<file path="src/rtl/rf_wb_scheduler.sv">
// Register-file writeback scheduler: busy-bit scoreboard for issue hazards plus a
// two-requester round-robin writeback arbiter feeding a registered RF write port.
module rf_wb_scheduler (
    input  logic        clk,
    input  logic        rstn,
    input  logic        iss_valid,
    input  logic [4:0]  iss_rs1,
    input  logic [4:0]  iss_rs2,
    input  logic [4:0]  iss_rd,
    output logic        iss_stall,
    input  logic        wb0_valid,
    input  logic [4:0]  wb0_addr,
    input  logic [31:0] wb0_data,
    output logic        wb0_ready,
    input  logic        wb1_valid,
    input  logic [4:0]  wb1_addr,
    input  logic [31:0] wb1_data,
    output logic        wb1_ready,
    output logic        rf_we,
    output logic [4:0]  rf_wa,
    output logic [31:0] rf_wd,
    output logic [31:0] busy_vec,
    output logic        err_orphan
);

    logic [31:0] r_busy;
    logic        r_last_gnt1;
    logic        r_we_p1;
    logic [4:0]  r_wa_p1;
    logic [31:0] r_wd_p1;
    logic        r_err;

    logic        w_gnt0;
    logic        w_gnt1;
    logic        w_gnt_any;
    logic [4:0]  w_gnt_addr;
    logic [31:0] w_gnt_data;
    logic        w_gnt_write;
    logic        w_orphan;
    logic        w_iss_acc;
    logic [31:0] w_busy_nxt;

    // Hazard check covers RAW on both sources and WAW on the destination.
    assign iss_stall = iss_valid & (r_busy[iss_rs1] | r_busy[iss_rs2] | r_busy[iss_rd]);
    assign w_iss_acc = iss_valid & ~iss_stall;

    // Contention goes to whoever did not win last; a lone requester always wins.
    assign w_gnt0     = wb0_valid & (~wb1_valid | r_last_gnt1);
    assign w_gnt1     = wb1_valid & (~wb0_valid | ~r_last_gnt1);
    assign w_gnt_any  = w_gnt0 | w_gnt1;
    assign wb0_ready  = rstn & w_gnt0;
    assign wb1_ready  = rstn & w_gnt1;

    assign w_gnt_addr  = w_gnt1 ? wb1_addr : wb0_addr;
    assign w_gnt_data  = w_gnt1 ? wb1_data : wb0_data;
    assign w_gnt_write = w_gnt_any & (w_gnt_addr != 5'd0);
    assign w_orphan    = w_gnt_write & ~r_busy[w_gnt_addr];

    // Commit clears first so a same-edge reservation of the same register wins.
    always_comb begin
        w_busy_nxt = r_busy;
        if (r_we_p1)
            w_busy_nxt[r_wa_p1] = 1'b0;
        if (w_iss_acc && (iss_rd != 5'd0))
            w_busy_nxt[iss_rd] = 1'b1;
        w_busy_nxt[0] = 1'b0;
    end

    always_ff @(posedge clk or negedge rstn) begin
        if (!rstn) begin
            r_busy      <= 32'd0;
            r_last_gnt1 <= 1'b1;
            r_err       <= 1'b0;
        end else begin
            r_busy <= w_busy_nxt;
            if (w_gnt_any)
                r_last_gnt1 <= w_gnt1;
            if (w_orphan)
                r_err <= 1'b1;
        end
    end

    // p1: granted writeback presented to the register file one cycle after grant.
    always_ff @(posedge clk or negedge rstn) begin
        if (!rstn) begin
            r_we_p1 <= 1'b0;
            r_wa_p1 <= 5'd0;
            r_wd_p1 <= 32'd0;
        end else begin
            r_we_p1 <= w_gnt_write;
            if (w_gnt_write) begin
                r_wa_p1 <= w_gnt_addr;
                r_wd_p1 <= w_gnt_data;
            end
        end
    end

    assign rf_we      = r_we_p1;
    assign rf_wa      = r_wa_p1;
    assign rf_wd      = r_wd_p1;
    assign busy_vec   = r_busy;
    assign err_orphan = r_err;

endmodule
</file>
<file path="config.mk">
export PLATFORM = sky130hd
export DESIGN_NAME = rf_wb_scheduler
export DESIGN_NICKNAME = d
export VERILOG_FILES = /design/src/rtl/rf_wb_scheduler.sv
export SDC_FILE = /design/constraint.sdc
export NUM_CORES = 1
export LEC_CHECK = 0
export ABC_CLOCK_PERIOD_IN_PS = 2450
export CAP_MARGIN = 20
export CORE_MARGIN = 2
export CORE_UTILIZATION = 30
export CTS_BUF_LIST = sky130_fd_sc_hd__clkbuf_8 sky130_fd_sc_hd__clkbuf_16
export CTS_CLUSTER_DIAMETER = 120
export DETAILED_ROUTE_END_ITERATION = 8
export PLACE_DENSITY = 0.69
export SLEW_MARGIN = 5
export SYNTH_ARGS = -nofsm -noshare
export SYNTH_HDL_FRONTEND = slang
export SYNTH_SLANG_ARGS = --single-unit
</file>
<file path="constraint.sdc">
create_clock -name clk -period 2.45 [get_ports clk]
set_input_delay 0.245 -clock clk [delete_from_list [all_inputs] [get_ports clk]]
set_output_delay 0.245 -clock clk [all_outputs]
set_load 0.02 [all_outputs]
</file>
==> results of run 1 <==
[flip-flops by register name, indices dropped and copies added (netlist names)]
signal,count
rf_wa,5
rf_we,1
busy_vec,31
r_last_gnt1,1
err_orphan,1
rf_wd,32
[cells by family after synthesis]
kind of cell / after synthesis / share of synthesized area, %
flip-flops: 71 / 37.3
AO/OA/AOI/OAI: 148 / 21.4
AND/OR/NAND/NOR: 191 / 19.7
other: 1 / 0.0786
multiplexers: 49 / 16.4
buffers and inverters: 49 / 5.20
[timing repair]
| item | CTS | global route |
|---|---|---|
| setup endpoints to repair | 1 | 65 |
| gates cloned | 2 | 2 |
| pin swaps | 2 | 23 |
| buffers inserted | 4 | 7 |
| resized for setup | 40 | 55 |
[cells in the mapped netlist (all sizes together) (2+ instances only)]
cell     count
nand3       12
o21ai       39
nor3         6
clkbuf      16
o31ai       24
a22oi        3
inv          9
a221oi       3
dfrtp       70
nand3b       7
nor3b        2
o41ai        7
or3b         3
nor2        41
buf         24
nor4b        2
nand2       74
nor2b       11
a21oi       17
nand4        3
and2         2
nor4         5
mux2i       19
nand2b      14
a31oi       35
a2111oi      4
mux2        10
o22ai        5
and3         4
mux4        20
o211ai       2
[how the worst max path moves through the flow]
| stage | from | end | slack (ns) | depth (start not counted) |
|---|---|---|---|---|
| 2_1_floorplan | r_last_gnt1 | err_orphan | 0.25 | 7 |
| 3_3_place_gp | iss_rs1[2] | iss_stall | -0.40 | 8 |
| 3_5_place_dp | iss_rs1[2] | iss_stall | -0.39 | 8 |
| 4_1_cts | busy_vec[1] | busy_vec[27] | -0.002 | 9 |
| 5_1_grt | iss_rs1[0] | busy_vec[28] | -0.20 | 10 |
| 6_report | iss_rs1[0] | busy_vec[15] | -0.09 | 10 |
[layout by cell type (no fill, tap or decap), types with 9 or more instances in the layout]
cell type and instances:
clkbuf_16 11, mux2_2 9, nand2_1 74, clkdlybuf4s50_1 161, a21oi_1 17, nand3_1 12, mux2i_1 17, a31oi_1 33
inv_1 9, nor2_1 41, mux4_2 19, dfrtp_2 12, nand2b_1 14, buf_4 93, dfrtp_1 58, nor2b_1 10
o21ai_0 39, o31ai_4 20
[per-stage QoR]
step	util [%]	area (um2)
after detailed placement	46.2	7250
final	52.5	8250
after CTS	49.8	7830
after global placement	46.2	7250
after global routing	52.5	8250
after floorplan	-	4770
[layer usage]
layer	vias up	track usage (%)	wire, um
met5	-	0	0
met4	0	10.3	767
met3	58	3.69	1230
met2	270	36.7	9820
met1	2670	30.2	8240
li1	2408	-	-
[cell type report]
cell class / instances / share of cell area (%)
multi-input combinational: 389 / 38.6
timing repair buffer: 274 / 32.2
sequential: 71 / 21.7
tap: 216 / 3.28
clock buffer: 11 / 3.06
clock inverter: 5 / 0.682
inverter: 9 / 0.409
[worst max-delay path: stages]
cell	delay, ns
clkdlybuf4s50_1	0.59
mux4_2	0.54
nand2_1	0.11
a21oi_1	0.12
nor4_4	0.31
buf_4	0.17
nand4_4	0.13
buf_12	0.19
clkbuf_16	0.16
o31ai_4	0.21
[power groups by stage]
stage / sequential, uW / clock, uW / combinational [uW]
3_3_place_gp: 2160 / 0 / 3360
5_1_grt: 2210 / 1420 / 4310
2_1_floorplan: 2290 / 0 / 1190
4_1_cts: 2160 / 1360 / 3650
3_5_place_dp: 2170 / 0 / 3410
6_report: 2200 / 1350 / 4110
==> run_results.csv, run 1 <==
group,metric,value,unit
run_status,outcome,"complete, but fails checks",
run_status,violations,"negative hold slack, negative setup slack",
pwr,p_clk_share,17.6,%
synth,yosys_warnings,0,
cts,cts_root_buf,"clkbuf_16",
setup_path,critPathRequiredTime,2.68,ns
detailed_routing,first_iter_violations,371,
pwr,power,7670,uW
die,initial_core_util,30.3,%
cells_and_area,fin_nets,848,
detailed_routing,first_pass_iters,5,
place,hpwlAfterDp,14300,um
place,port_buffers,166,
setup_path,end_kind,"flip-flop",
cts,clkTransAtPathRegs,0.06,ns
setup_path,ff2ff_path_depth,10,
place,pre_cts_slack,-0.391,ns
cells_and_area,drive_gt1_share,28.7,%
cells_and_area,area_delta_synth_final,73.1,%
synth,ys.flop_type,"dfrtp_1",
min_path,hold_class,"input port to async pin",
cts,clock_path_buffers,2,
global_routing,grt_start_max_net_pins,53,
pwr,p_sw,3070,uW
die,fp.dieH,130,um
sta,drv_slew,0,
cts,cts.sinks,71,
cts,h-tree-depth,3,
cts,cts_tree,"built",
detailed_routing,ant_nets,0,
synth,synth_top_area_cell,"dfrtp_1",
pwr,max-vdd-ir-drop,0.000512,V
sta,tightest_slew,0.881,ns
detailed_routing,wirelength,20100,um
sta,setup_viol,31,
cells_and_area,multi_input_area,0.00319,mm2
synth,syn-num-nets,603,
pwr,intPower,4600,uW
cts,ctsHoldBuffers,0,
pwr,leakage,0.00332,uW
setup_path,crit_path_start_kind,"input port",
flow_run,maxCapViolations,0,
synth,synthTopCellsByArea,"dfrtp_1 37%, mux4_2 9.0%, nand2_1 5.8%",
die,io_pins,168,
pwr,combPwrFrac,53.7,%
synth,synth.distinct_cells,56,
setup_path,critPathKind,"input port to flip-flop",
setup_path,r2r-end,"busy_vec[15]",
sta,rsz0062_at_grt,"yes",
synth,avgSynthCellArea,9.37,um2
cts,clkLatencyLatePin,0.34,ns
detailed_routing,wl_per_cell,20.6,um
place,routabilityCongestion,0.990,
global_routing,grt_use_total,22.8,%
pwr,power.density,929,mW/mm2
sta,fin_crit_sh,104,%
global_routing,grt-ovfl-total,0,
sta,fmax,0.394,GHz
detailed_routing,viasPerCell,5.54,
die,coreArea,0.0157,mm2
detailed_routing,num_vias,5406,
sta,min_period,2.54,ns
global_routing,grt_pass1_wl,29300,um
pwr,p_sw_share,40.1,%
synth,yosys_register_bits,71,
detailed_routing,drc_errors,0,
global_routing,antenna_found_initial,0,
setup_path,r2r_slack,-0.05,ns
sta,skew,0.00802,ns
setup_path,arrival,2.77,ns
synth,synth-edff-count,0,
sta,worst_slack,-0.0909,ns
sta,hold_slack,-0.00262,ns
synth,synth_area,0.00477,mm2
cells_and_area,seq_area,0.00179,mm2
place,place_inst,944,
die,rows,46,
sta,hold_viol_final,2,
synth,yosysSeqAreaShare,37.3,%
synth,syn-instance-count,509,
cells_and_area,instances_no_fill,975,
pwr,p_seq_share,28.7,%
sta,max_slew_margin,41.2,%
setup_path,critPathMaxFanout,6,
die,die_x,130,um
sta,fin_tns_setup,-1.30,ns
cells_and_area,n_antenna_cell,0,
setup_path,reg2reg_from,"busy_vec[3]",
cts,cts_buffers,9,
cells_and_area,n_fill_cell,1367,
global_routing,grt_pass1_vias,5221,
synth,synth_top_area_share,36.7,%
synth,async_reset_ff_share,100,%
die,dieArea,0.0169,mm2
No activity file was read; power rests on OpenSTA's default activity.
==> run 2, diff against run 1 <==
--- a/config.mk
+++ b/config.mk
@@ -8,11 +8,11 @@
 export ABC_CLOCK_PERIOD_IN_PS = 2450
 export CAP_MARGIN = 20
 export CORE_MARGIN = 2
-export CORE_UTILIZATION = 30
+export CORE_UTILIZATION = 46
 export CTS_BUF_LIST = sky130_fd_sc_hd__clkbuf_8 sky130_fd_sc_hd__clkbuf_16
-export CTS_CLUSTER_DIAMETER = 120
 export DETAILED_ROUTE_END_ITERATION = 8
-export PLACE_DENSITY = 0.69
+export GPL_TIMING_DRIVEN = 0
+export PLACE_DENSITY = 0.94
 export SLEW_MARGIN = 5
 export SYNTH_ARGS = -nofsm -noshare
 export SYNTH_HDL_FRONTEND = slang
==> run 2 against run 1 <==
The run ends with negative setup slack left. Count of clock-buffer cells in the layout is 1 lower. Clock skew is 0.0041 ns higher. Clock power is 16% lower. Die area is 34% lower. Global-route usage is 8.5 points higher. Highest routed layer unchanged.
==> run_results.csv, run 2 (synthesis results as in run 1) <==
group,metric,value,unit
run_status,outcome,"complete, but fails checks",
run_status,violations,"negative setup slack",
setup_path,critPathRequiredTime,2.67,ns
setup_path,crit_path_start_kind,"input port",
die,initial_core_util,46.8,%
die,fp.dieH,106,um
detailed_routing,viasPerCell,6.42,
global_routing,grt_pass1_wl,27200,um
cts,clkTransAtPathRegs,0.08,ns
cells_and_area,area_delta_synth_final,51.3,%
sta,drv_slew,0,
cells_and_area,fin_util,70.8,%
global_routing,grt_pass1_vias,5202,
flow_run,maxCapViolations,0,
sta,fin_crit_sh,102,%
setup_path,reg2reg_from,"busy_vec[31]",
setup_path,critPathKind,"input port to flip-flop",
setup_path,startpoint,"iss_rd[1]",
detailed_routing,ant_nets,0,
sta,fmax,0.401,GHz
detailed_routing,wl_per_cell,21.8,um
setup_path,slowest_delay,0.52,ns
detailed_routing,wirelength,18300,um
sta,min_period,2.49,ns
setup_path,arrival,2.71,ns
global_routing,grt-ovfl-total,0,
global_routing,antenna_found_initial,1,
detailed_routing,first_iter_violations,741,
cells_and_area,drive_gt1_share,19.3,%
sta,rsz0062_at_grt,"yes",
die,rows,37,
min_path,worstHoldStart,"wb0_valid",
detailed_routing,drc_errors,0,
pwr,leakage,0.00285,uW
sta,skew,0.0122,ns
sta,worst_slack,-0.0407,ns
cts,clock_path_buffers,2,
cells_and_area,final_common_cell,"clkdlybuf4s50_1",
cts,cts_buffers,9,
detailed_routing,first_pass_iters,6,
setup_path,end_kind,"flip-flop",
setup_path,timing.critical_path.buf_inv,4,
setup_path,critPathMaxFanout,10,
detailed_routing,num_vias,5393,
sta,fin_tns_setup,-0.0687,ns
cts,cts_tree,"built",
cts,cts.sinks,71,
setup_path,cpMostUsedCell,"buf_6",
sta,hold_viol_final,0,
place,port_buffers,158,
min_path,hold_class,"input port to flip-flop",
global_routing,grt_use_total,31.2,%
sta,setup_viol,3,
die,dieArea,0.0112,mm2
place,hpwlAfterDp,12500,um
cells_and_area,fin_nets,792,
die,coreArea,0.0102,mm2
place,routabilityCongestion,0.910,
cts,h-tree-depth,3,
cts,cts_root_buf,"clkbuf_8",
sta,max_slew_margin,54.0,%
cts,clkLatencyLatePin,0.34,ns
setup_path,cp_top_family,"buffers and inverters",
global_routing,grt_start_max_net_pins,38,
cells_and_area,final_cell_mix,"151 x clkdlybuf4s50_1, 74 x nand2_1, 60 x dfrtp_1",
setup_path,critPathSlowestCell,"clkdlybuf4s50_1",
cells_and_area,n_fill_cell,723,
die,die_x,106,um
cells_and_area,largest_reg_flops,32,
pwr,max-vdd-ir-drop,0.000422,V
sta,tightest_slew,0.690,ns
die,io_pins,168,
setup_path,path_cells,"clkdlybuf4s50_1 -> buf_6 -> mux2_2 -> nand4b_1 -> nand3_1 -> nor4_2 -> buf_4 -> nand4_4 -> buf_6 -> o31ai_1",
pwr,power.density,904,mW/mm2
run 2: path summary, 6_finish.rpt:
| kind | end | cells past startpoint | slack, ns |
|---|---|---|---|
| worst min register to register | err_orphan | 1 | 0.51 |
| max in group asynchronous | rf_wd[6] | 3 | 1.73 |
| worst min-delay path | r_last_gnt1 | 2 | 0.14 |
| worst max-delay path | busy_vec[21] | 10 | -0.04 |
| min in group asynchronous | r_last_gnt1 | 2 | 0.49 |
| worst max register to register | busy_vec[21] | 8 | -0.02 |
run 2: worst register-to-register path: stages (launching register included):
cell	delay, ns
dfrtp_1	0.51
mux4_2	0.53
nand2_1	0.08
a21oi_1	0.09
nor4_2	0.29
buf_4	0.18
nand4_4	0.15
buf_6	0.20
o31ai_1	0.31
run 2: where the power goes:
group	leakage [uW]	switching, uW	internal (uW)
registers	0.000824	733	1520
logic	0.00191	1490	1630
clock network	0.000120	437	701
run 2: cell type report:
| cell class | count | area (um2) | area share (%) |
|---|---|---|---|
| Timing Repair Buffer | 178 | 1790 | 24.9 |
| Antenna cell | 1 | 2.50 | 0.0347 |
| Sequential cell | 71 | 1790 | 24.8 |
| Multi-Input combinational cell | 390 | 2920 | 40.5 |
| Clock buffer | 10 | 138 | 1.91 |
| Tap cell | 136 | 170 | 2.36 |
| Buffer | 39 | 258 | 3.57 |
| Clock inverter | 6 | 109 | 1.51 |
| Inverter | 9 | 33.8 | 0.468 |
run 2: metrics by stage:
step	instance area (um2)	instances	setup WS [ns]	power [uW]	hold WS (ns)
4_1_cts	7000	826	-0.0110	6180	0.106
6_report	7210	840	-0.0407	6520	0.136
3_5_place_dp	6540	804	-0.807	4930	0.231
5_1_grt	7210	840	-0.0925	6730	0.146
3_3_place_gp	6520	803	-1.83	4850	0.442
2_1_floorplan	4770	509	0.254	3490	-0.0506
run 2: routing by layer:
| layer | GRT usage [%] | part of all wire, % | vias up |
|---|---|---|---|
| met4 | 17.6 | 6.0 | 0 |
| met5 | 0 | 0 | - |
| li1 | - | - | 2288 |
| met2 | 50.8 | 48 | 422 |
| met3 | 6.86 | 11 | 124 |
| met1 | 38.5 | 35 | 2559 |
run 2: repair_timing:
item | CTS | global route
cloned | 0 | 1
pin swaps | 2 | 6
endpoints found under the hold margin | 34 | 0
buffers inserted | 5 | 12
hold buffers | 2 | 0
endpoints found under the setup margin | 68 | 70
gates resized for setup | 38 | 32
